--- src/rtl/pergate_seq_pkg.sv ---
// Shared types and helpers for the per-gate gate-function sequencer.
package pergate_seq_pkg;

  // Field element width, matching the field arithmetic (Mersenne-61) datapath.
  localparam int F_NBITS = 61;

  typedef enum logic [1:0] {
    S_IDLE  = 2'd0,
    S_ISSUE = 2'd1,
    S_WAIT  = 2'd2,
    S_HOLD  = 2'd3
  } seq_state_t;

  function automatic int wd_width(input int timeout);
    return (timeout <= 2) ? 1 : $clog2(timeout);
  endfunction

endpackage

--- src/rtl/pergate_seq_watchdog.sv ---
// Completion watchdog: cleared on issue, counts while waiting, flags expiry at TIMEOUT-1.
module pergate_seq_watchdog
  import pergate_seq_pkg::*;
#(
  parameter int TIMEOUT = 64
) (
  input  logic clk,
  input  logic rst,
  input  logic i_clear,
  input  logic i_run,
  output logic o_expire
);

  localparam int W = wd_width(TIMEOUT);

  logic [W-1:0] r_count;

  assign o_expire = i_run && (r_count == W'(TIMEOUT - 1));

  // NOTE: sequential state uses non-blocking assignments so every flop samples pre-edge values.
  always_ff @(posedge clk or posedge rst) begin
    if (rst) begin
      r_count <= '0;
    end else if (i_clear) begin
      r_count <= '0;
    end else if (i_run && !o_expire) begin
      r_count <= r_count + 1'b1;
    end
  end

endmodule

--- src/rtl/pergate_gatefn_sequencer.sv ---
// Issues one evaluator start per upstream request, holds operands, and hands
// the captured (or watchdog-aborted) result to the downstream stream.
module pergate_gatefn_sequencer
  import pergate_seq_pkg::*;
#(
  parameter int nVals    = 4,
  parameter int TIMEOUT  = 64,
  parameter int CNT_BITS = 16
) (
  input  logic                       clk,
  input  logic                       rst,
  input  logic                       req_valid,
  output logic                       req_ready,
  input  logic                       req_mux_sel,
  input  logic [nVals*F_NBITS-1:0]   req_in0,
  input  logic [nVals*F_NBITS-1:0]   req_in1,
  output logic                       fn_en,
  output logic                       fn_mux_sel,
  output logic [nVals*F_NBITS-1:0]   fn_in0,
  output logic [nVals*F_NBITS-1:0]   fn_in1,
  input  logic                       fn_ready,
  input  logic                       fn_ready_pulse,
  input  logic [nVals*F_NBITS-1:0]   fn_out,
  output logic                       res_valid,
  input  logic                       res_ready,
  output logic [nVals*F_NBITS-1:0]   res_out,
  output logic                       res_err,
  output logic                       err_sticky,
  output logic [CNT_BITS-1:0]        op_count
);

  localparam int VW = nVals * F_NBITS;

  seq_state_t          r_state, w_next;
  logic                r_fn_mux_sel;
  logic [VW-1:0]       r_fn_in0, r_fn_in1, r_res_out;
  logic                r_res_err, r_err_sticky;
  logic [CNT_BITS-1:0] r_op_count;
  logic                w_accept, w_capture, w_abort, w_handoff;
  logic                w_wd_clear, w_wd_run, w_wd_expire;

  pergate_seq_watchdog #(.TIMEOUT(TIMEOUT)) u_watchdog (
    .clk      (clk),
    .rst      (rst),
    .i_clear  (w_wd_clear),
    .i_run    (w_wd_run),
    .o_expire (w_wd_expire)
  );

  always_ff @(posedge clk or posedge rst) begin
    if (rst) r_state <= S_IDLE;
    else     r_state <= w_next;
  end

  // NOTE: every always_comb output gets a default first so no path can infer a latch.
  always_comb begin
    w_next     = r_state;
    req_ready  = 1'b0;
    fn_en      = 1'b0;
    w_wd_clear = 1'b0;
    w_wd_run   = 1'b0;
    w_accept   = 1'b0;
    w_capture  = 1'b0;
    w_abort    = 1'b0;
    w_handoff  = 1'b0;
    case (r_state)
      S_IDLE: begin
        req_ready = fn_ready;
        if (req_valid && fn_ready) begin
          w_accept = 1'b1;
          w_next   = S_ISSUE;
        end
      end
      S_ISSUE: begin
        // Any completion pulse seen here belongs to an earlier operation.
        fn_en      = 1'b1;
        w_wd_clear = 1'b1;
        w_next     = S_WAIT;
      end
      S_WAIT: begin
        w_wd_run = 1'b1;
        if (fn_ready_pulse) begin
          w_capture = 1'b1;
          w_next    = S_HOLD;
        end else if (w_wd_expire) begin
          w_abort = 1'b1;
          w_next  = S_HOLD;
        end
      end
      S_HOLD: begin
        if (res_ready) begin
          w_handoff = 1'b1;
          req_ready = fn_ready;
          if (req_valid && fn_ready) begin
            w_accept = 1'b1;
            w_next   = S_ISSUE;
          end else begin
            w_next = S_IDLE;
          end
        end
      end
      default: w_next = S_IDLE;
    endcase
  end

  // NOTE: datapath registers are reset as well because the reset values are externally visible.
  always_ff @(posedge clk or posedge rst) begin
    if (rst) begin
      r_fn_mux_sel <= 1'b0;
      r_fn_in0     <= '0;
      r_fn_in1     <= '0;
      r_res_out    <= '0;
      r_res_err    <= 1'b0;
      r_err_sticky <= 1'b0;
      r_op_count   <= '0;
    end else begin
      if (w_accept) begin
        r_fn_mux_sel <= req_mux_sel;
        r_fn_in0     <= req_in0;
        r_fn_in1     <= req_in1;
      end
      if (w_capture) begin
        r_res_out <= fn_out;
        r_res_err <= 1'b0;
      end else if (w_abort) begin
        r_res_out    <= '0;
        r_res_err    <= 1'b1;
        r_err_sticky <= 1'b1;
      end
      if (w_handoff) r_op_count <= r_op_count + 1'b1;
    end
  end

  assign res_valid  = (r_state == S_HOLD);
  assign fn_mux_sel = r_fn_mux_sel;
  assign fn_in0     = r_fn_in0;
  assign fn_in1     = r_fn_in1;
  assign res_out    = r_res_out;
  assign res_err    = r_res_err;
  assign err_sticky = r_err_sticky;
  assign op_count   = r_op_count;

endmodule
--- config.mk ---
export PLATFORM = sky130hd
export DESIGN_NAME = pergate_gatefn_sequencer
export DESIGN_NICKNAME = d
export VERILOG_FILES = /design/src/rtl/pergate_seq_pkg.sv /design/src/rtl/pergate_seq_watchdog.sv /design/src/rtl/pergate_gatefn_sequencer.sv
export SDC_FILE = /design/constraint.sdc
export NUM_CORES = 1
export LEC_CHECK = 0
export CAP_MARGIN = 20
export CORE_AREA = 2 2 585 587
export CTS_BUF_LIST = sky130_fd_sc_hd__clkbuf_4
export CTS_CLUSTER_DIAMETER = 150
export DETAILED_ROUTE_END_ITERATION = 16
export DIE_AREA = 0 0 587 589
export PLACE_DENSITY = 0.3
export SETUP_SLACK_MARGIN = 0.05
export SYNTH_ARGS = -nofsm -noshare
export SYNTH_HDL_FRONTEND = slang
export SYNTH_HIERARCHICAL = 1
export SYNTH_SLANG_ARGS = --single-unit
--- constraint.sdc ---
create_clock -name clk -period 30.7 [get_ports clk]
set_input_delay 4.605 -clock clk [delete_from_list [all_inputs] [get_ports clk]]
set_output_delay 4.605 -clock clk [all_outputs]
set_load 0.005 [all_outputs]
# After elaboration in Yosys (flattened, before gate mapping)
# Index checks and enable logic that the tools add are counted.
dict set report totals {
  ram_bits 0
  input_bits 739
  word_cells 54
  rom_bits 0
  latchBits 0
  ff_bits 759
  memories 0
  out_inout_bits 754
}
dict set report classes {
  shifts 0
  n_reduce_logical 9
  div_mod_pow 0
  magnitude_cmp 0
  eq_ne 7
  mul 0
  bitwise 1
  add_sub_neg 2
  n_mux 26
}
# operator n
set ops {}
lappend ops {{2-to-1 mux 244 bit} 2}
lappend ops {{adder 16 x 1 -> 16 bit (second input constant)} 1}
lappend ops {{2-to-1 mux 1 bit} 15}
lappend ops {{2-to-1 mux 6 bit} 2}
lappend ops {{2-to-1 mux 2 bit} 4}
lappend ops {{case mux 2 bit (4 select lines)} 1}
lappend ops {{adder 6 x 1 -> 6 bit (second input constant)} 1}
lappend ops {{== test 6 bit (second input constant)} 1}
lappend ops {{== test 2 bit (second input constant)} 2}
lappend ops {{case mux 1 bit (2 select lines)} 2}
lappend ops {{nonzero test 2 bit} 2}
lappend ops {{logical AND 1 bit} 3}
lappend ops {{inequality test 3 x 2 -> 1 bit (second input constant)} 1}
lappend ops {{AND reduction 3 bit} 1}
lappend ops {{== test 2 x 1 -> 1 bit (second input constant)} 1}
lappend ops {{zero test 2 bit} 1}
lappend ops {{inequality test 2 x 1 -> 1 bit (second input constant)} 1}
lappend ops {{inequality test 2 bit (second input constant)} 1}
lappend ops {{AND reduction 2 bit} 1}
lappend ops {{zero test 1 bit} 1}
lappend ops {{NOT 1 bit} 1}

# Logic depth before layout (Yosys ltp)
# Gate-level depths: netlist of the first run.
dict set report depth {
  ltp_word 8
  depth_mapped 10
  depth_no_buf 8
}

# By module
# The synthesis of the first run kept the hierarchy.
# module instances seq_area_each_um2 cells_per_inst area_per_inst_um2
set modules_own_cells {}
lappend modules_own_cells {pergate_gatefn_sequencer 1 18843.1 1662 27676.5}
lappend modules_own_cells {pergate_seq_watchdog 1 150.1 40 386.6}

# Least setup slack after synthesis of the first run
# OpenSTA, ideal clock, no wires.
dict set report synth_timing {
  path_kind {input to output}
  start {input port res_ready}
  end {output port req_ready}
  stages 2
  setup_slack_ns 21.207
  t_arrival_ns 4.888
  t_required_ns 26.095
  path_cell_list {a21oi_1 -> nor3b_1}
}
dict set report synth_between {
  elab_chain_len 2
}
# item line
set synth_lines {}
lappend synth_lines {{from (decl)} pergate_gatefn_sequencer.sv:25} ;# input logic res_ready,
lappend synth_lines {{2-to-1 mux 1 bit} pergate_gatefn_sequencer.sv:91} ;# if (res_ready) begin
lappend synth_lines {{case mux 1 bit (2 select lines)} pergate_gatefn_sequencer.sv:66} ;# case (r_state)
lappend synth_lines {{to (decl)} pergate_gatefn_sequencer.sv:13} ;# output logic req_ready,
# No other way between the ends.

# Final worst setup path of the first run
# Ends and elaborated chain as after synthesis.

==> results.yml, run 1 <==
run_status:
  outcome: "finished, final reports clean"
placement:
  post-dp-hpwl_um: 172200
  postPlaceCellArea_um2: 48220
  pre_cts_ws_ps: 19700
  portBuffers: 1492
  gp_congestion: 0.9400
drt:
  drtIter0Drc: 1042
  ant_nets: 0
  drc_errors: 0
  drt-wirelength-per-cell_um: 26.01
  drt_wl_total_um: 211100
  drt_pass1_iterations: 5
  vias_per_cell: 2.864
  dr_total_vias: 23247
global_routing:
  antenna_found_initial: 129
  grt_start_max_net_pins: 114
  grt_usage_pct: 11.85
  grt_pass1_vias: 25251
  overflow: 0
  grt_pass1_wl_um: 272000
pwr:
  powerDensity_nw_per_um2: 100.4
  vdd_drop_max_mv: 0.04237
  p_leak_uw: 0.02065
  power_uw: 5185
synth:
  synth_flop_cell: "dfrtp_1"
  postSynthAreaPerCell_um2: 16.49
  synth.area.top_cells: "dfrtp_1, mux2_1, mux2_2, a22o_1, buf_6"
  netlist.area_leader.share_pct: 67.68
  synth_cell_types: 39
  synth_area_um2: 28060
  yosysSeqAreaShare_pct: 67.68
  ys_ff_latch: 759
  yosysWarnings: 6
  synthCells: 1702
  synth.largest_area_cell: "dfrtp_1"
  synth_edf_count: 0
  synthesis.nets: 2448
  ys_async_sr_fraction_pct: 100.0
sta:
  skew_ps: 99.90
  setup_ws_ps: 19750
  tightest_slew_ps: 1047
  slew_violations: 0
  min_period_over_period_pct: 35.65
  setup_viol: 0
  finalSetupTns_ps: 0
  finalHoldViolations: 0
  fin_crit_ps: 10950
  rsz0062_at_grt: "false"
  max-slew-margin-rel_pct: 30.20
  maxClockFrequency_mhz: 91.37
final_layout:
  post-route-util_pct: 15.23
  final_area_um2: 51630
  area_growth_pct: 83.99
  drive_above_1_share_pct: 18.00
  fin_nets: 4136
clock_tree:
  clockBufferDepth: 4
  postCtsHoldBufs: 0
  cts_max_level: 5
  cts_made_buffers: 277
  clkTransAtPathRegs_ps: 50
  root_buffer: "clkbuf_4"
  cts.sinks: 759
  tritoncts: "done"
  cts_resized: 0
  cts_setup_buffers: 0
  clk_latency_ps: 1240
floorplanning:
  die_w_um: 587
  core_um2: 339000
  dieArea_um2: 345700
  io_pins: 1493
  die_h_um: 589
  initial_core_util_pct: 8.279
  rows: 214
flow_run:
  max_cap_violations: 0
setup_path:
  reg2reg_depth: 9
  worstPathArrival_ps: 6340
  crit_fanout: 4
  critPathKind: "in -> out"
  worstSetupStartpointType: "primary input"
  critPathCaptureType: "output port"
  r2r-start: "r_state[0]"
  cp.required_ps: 26100
  startpoint: "res_ready"
worst_hold_path:
  min-delay-start: "fn_in0[130]"
  hold_path_depth: 1
  hp-class: "reg -> reg"
[placed cells by master, fill, tap and decap left out, drive strengths merged, types with 5 or more instances in the layout]
cell           count
a22o             244
mux2             491
clkbuf           392
inv               14
dfrtp            759
nand3              6
clkinvlp           5
buf               27
clkdlybuf4s50   1492
ha                 7
diode             25
xnor2             11
bufinv             6
nand2             13
clkinv            34
nor2               7
[path summary, 6_finish.rpt]
check | slack (ps) | endpoint
setup / recovery | 19750 | req_ready
hold / removal | 480 | fn_in0[130]
setup reg to reg | 25130 | fn_in0[139]
hold reg to reg | 480 | fn_in0[130]
max in group asynchronous | 23160 | fn_in1[234]
min in group asynchronous | 3840 | u_watchdog/r_count[4]
[flip-flops by register name, summed over array words and instances (netlist names)]
register	count
u_watchdog/r_count	6
r_state	2
fn_mux_sel	1
err_sticky	1
fn_in1	244
fn_in0	244
op_count	16
res_err	1
res_out	244
[routing by layer]
| layer | track usage [%] | part of all wire (%) | vias up |
|---|---|---|---|
| met5 | 0 | 0.24 | - |
| met4 | 3.810 | 3.4 | 78 |
| met3 | 6.007 | 11 | 491 |
| met2 | 21.18 | 51 | 1408 |
| met1 | 11.85 | 34 | 11457 |
| li1 | - | - | 9813 |
[cells in the mapped netlist, types with 4 or more instances]
cell type	n
dfrtp_1	759
mux2_1	300
a22o_1	244
mux2_2	191
buf_2	41
buf_6	34
clkbuf_1	27
nand2_1	13
xnor2_1	11
ha_1	7
nor2_1	7
inv_1	6
nand3_1	6
buf_1	5
a21oi_1	4
xor2_1	4
[cell type report]
type	instances	area, µm²
Inverter	6	30.03
Sequential cell	759	18990
Timing Repair Buffer	1519	15190
Multi-Input combinational cell	827	8337
Clock inverter	53	406.6
Tap cell	4536	5675
Clock buffer	392	2943
Fill cell	37854	287300
Antenna cell	25	62.56
[critical path, stage by stage]
cell	delay (ps)
clkdlybuf4s50_1	550
a21oi_1	150
nor3b_1	420
clkdlybuf4s50_1	610
[logic make-up (layout without fill, tap and decap cells)]
logic type,Yosys count,count (layout),synth area share [%]
xor+xnor,15,15,0.4681
flops,759,759,67.68
mux,492,492,19.74
compound gates,263,263,8.115
fa+ha+maj,7,7,0.3121
buf+inv,116,1970,2.684
other cells,0,25,0
simple gates,50,50,1.003
[power by group]
group	leakage, µW	internal, µW	switching, µW
combinational	0.00935	1240	938
sequential	0.00931	1480	332
clock	0.00199	629	563
total	0.0206	3350	1830
[metrics by stage]
step,hold WS [ps],cells
final,482.4,8117
after floorplan,467.8,1702
after detailed placement,471.3,7647
after global routing,490.2,8099
after global placement,466.4,7647
after CTS,485.9,8092
Note: power is estimated with default switching activity, not from simulation.
==> run 2: changes to the inputs <==
- clock period: 30.7 -> 10.8 ns (I/O delays scaled with it)
==> run 2 against run 1 <==
  * Flip-flop and latch count stayed put
  * Non-clock buffer count down 1
  * Via count increased by 1.4%
  * Final cell count about the same
  * Design area hardly changed
  * Clock skew up 35 ps
  * Highest routed layer unchanged
  * Sequential power grew to 2.8 times the previous value
  * Largest cell class unchanged
  * Hold slack got worse by 12 ps
  * Wire length rose by 0.73%
==> results.yml, run 2 (same netlist as run 1, synthesis figures left out) <==
setup_path:
  cpMostUsedCell: "clkdlybuf4s50_1"
  critPathCaptureType: "output port"
  cp.depth: 4
  critPathKind: "in -> out"
  r2r-start: "r_state[0]"
  r2r_setup_slack_ps: 6880
  reg2reg_to: "res_out[138]"
  crit_fanout: 4
  worstSetupStartpointType: "primary input"
  max_stage_delay_ps: 640
  path_buf_inv: 2
  crit_family: "buffers and inverters"
  worstPathArrival_ps: 3620
  crit_slowest_cell: "clkdlybuf4s50_1"
  endpoint: "req_ready"
  reg2reg_depth: 8
  worstPathCellList: "clkdlybuf4s50_1 -> a21oi_1 -> nor3b_1 -> clkdlybuf4s50_1"
  cp.required_ps: 9180
  startpoint: "res_ready"
global_routing:
  antenna_found_initial: 139
  grt_pass1_wl_um: 271900
  grt_pass1_vias: 24900
  overflow: 0
  grt_usage_pct: 11.89
  grt_start_max_net_pins: 125
final_layout:
  nFillCells: 37858
  area_growth_pct: 84.13
  post-route-util_pct: 15.24
  final_area_um2: 51670
  drive_above_1_share_pct: 17.79
  final_cell_mix: "clkdlybuf4s50_1, dfrtp_1, clkbuf_4"
  final_cells: 8119
  regArea_um2: 18990
  fin_nets: 4129
  final_common_cell: "clkdlybuf4s50_1"
  multi_input_area_um2: 8337
placement:
  dp.cells: 7646
  pre_cts_ws_ps: 5485
  post-dp-hpwl_um: 174600
  portBuffers: 1492
  postPlaceCellArea_um2: 48260
  gp_congestion: 0.9332
clock_tree:
  cts.sinks: 759
  cts_max_level: 5
  clkTransAtPathRegs_ps: 50
  cts_setup_buffers: 0
  root_buffer: "clkbuf_4"
  postCtsHoldBufs: 0
  cts_resized: 0
  cts_made_buffers: 271
  tritoncts: "done"
  clockBufferDepth: 4
  clk_latency_ps: 1220
sta:
  slew_violations: 0
  hold_ws_ps: 469.9
  rsz0062_at_grt: "false"
  min_period_over_period_pct: 48.51
  tightest_slew_ps: 1098
  skew_ps: 134.7
  finalHoldViolations: 0
  setup_viol: 0
  fin_crit_ps: 5239
  setup_ws_ps: 5561
  maxClockFrequency_mhz: 190.9
  max-slew-margin-rel_pct: 26.83
run_status:
  outcome: "finished, final reports clean"
pwr:
  switching_share_pct: 35.19
  power_switching_uw: 5177
  p_leak_uw: 0.02065
  clockPowerShare_pct: 23.0
  pwr-share-seq_pct: 34.8
  powerDensity_nw_per_um2: 284.7
  vdd_drop_max_mv: 0.1129
  power_frac_comb_pct: 42.3
  p_int_uw: 9533
drt:
  vias_per_cell: 2.904
  dr_total_vias: 23575
  drt-wirelength-per-cell_um: 26.19
  drc_errors: 0
  drt_pass1_iterations: 5
  ant_nets: 0
  drt_wl_total_um: 212700
  drtIter0Drc: 1161
flow_run:
  max_cap_violations: 0
floorplanning:
  die_h_um: 589
  dieArea_um2: 345700
  rows: 214
  die_w_um: 587
  io_pins: 1493
  initial_core_util_pct: 8.279
  core_um2: 339000
worst_hold_path:
  hp-class: "reg -> reg"
-- run 2: power groups by stage --
stage / Sequential [µW] / Combinational [µW] / Clock (µW)
final: 5110 / 6220 / 3380
after global routing: 5290 / 6640 / 3760
after CTS: 5140 / 6500 / 3630
after detailed placement: 5160 / 6470 / 0
after global placement: 5150 / 6510 / 0
after floorplan: 5030 / 1680 / 0
-- run 2: per-stage QoR --
stage	total power, µW	setup TNS [ps]
after global placement	11650	0
after floorplan	6715	-860920
after detailed placement	11640	0
after CTS	15270	0
final	14710	0
after global routing	15690	0
-- run 2: final cells by class --
| type | count | share of cell area, % |
|---|---|---|
| diodes | 25 | 0.1211 |
| clock buffers | 384 | 5.579 |
| clock inverters | 64 | 0.9008 |
| inverters | 6 | 0.05085 |
| multi-input cells | 827 | 16.13 |
| flip-flops and latches | 759 | 36.76 |
| well taps | 4536 | 10.98 |
| repair buffers | 1518 | 29.47 |
-- run 2: worst min-delay path by stage --
stage / from / end / slack (ps) / cells after the start
after floorplan: err_sticky / err_sticky / 470 / 1
after global placement: op_count[15] / op_count[15] / 460 / 1
after detailed placement: op_count[15] / op_count[15] / 460 / 1
after CTS: rst / u_watchdog/r_count[3] / 470 / 2
after global routing: op_count[15] / op_count[15] / 490 / 1
final: op_count[15] / op_count[15] / 470 / 1
-- run 2: layer usage --
| metal | vias to the layer above | share of wire, % | global-route usage (%) |
|---|---|---|---|
| li1 | 9810 | - | - |
| met1 | 11743 | 35 | 12.19 |
| met2 | 1463 | 50 | 20.99 |
| met3 | 469 | 11 | 6.183 |
| met4 | 90 | 2.9 | 3.348 |
| met5 | - | 0.28 | 0 |
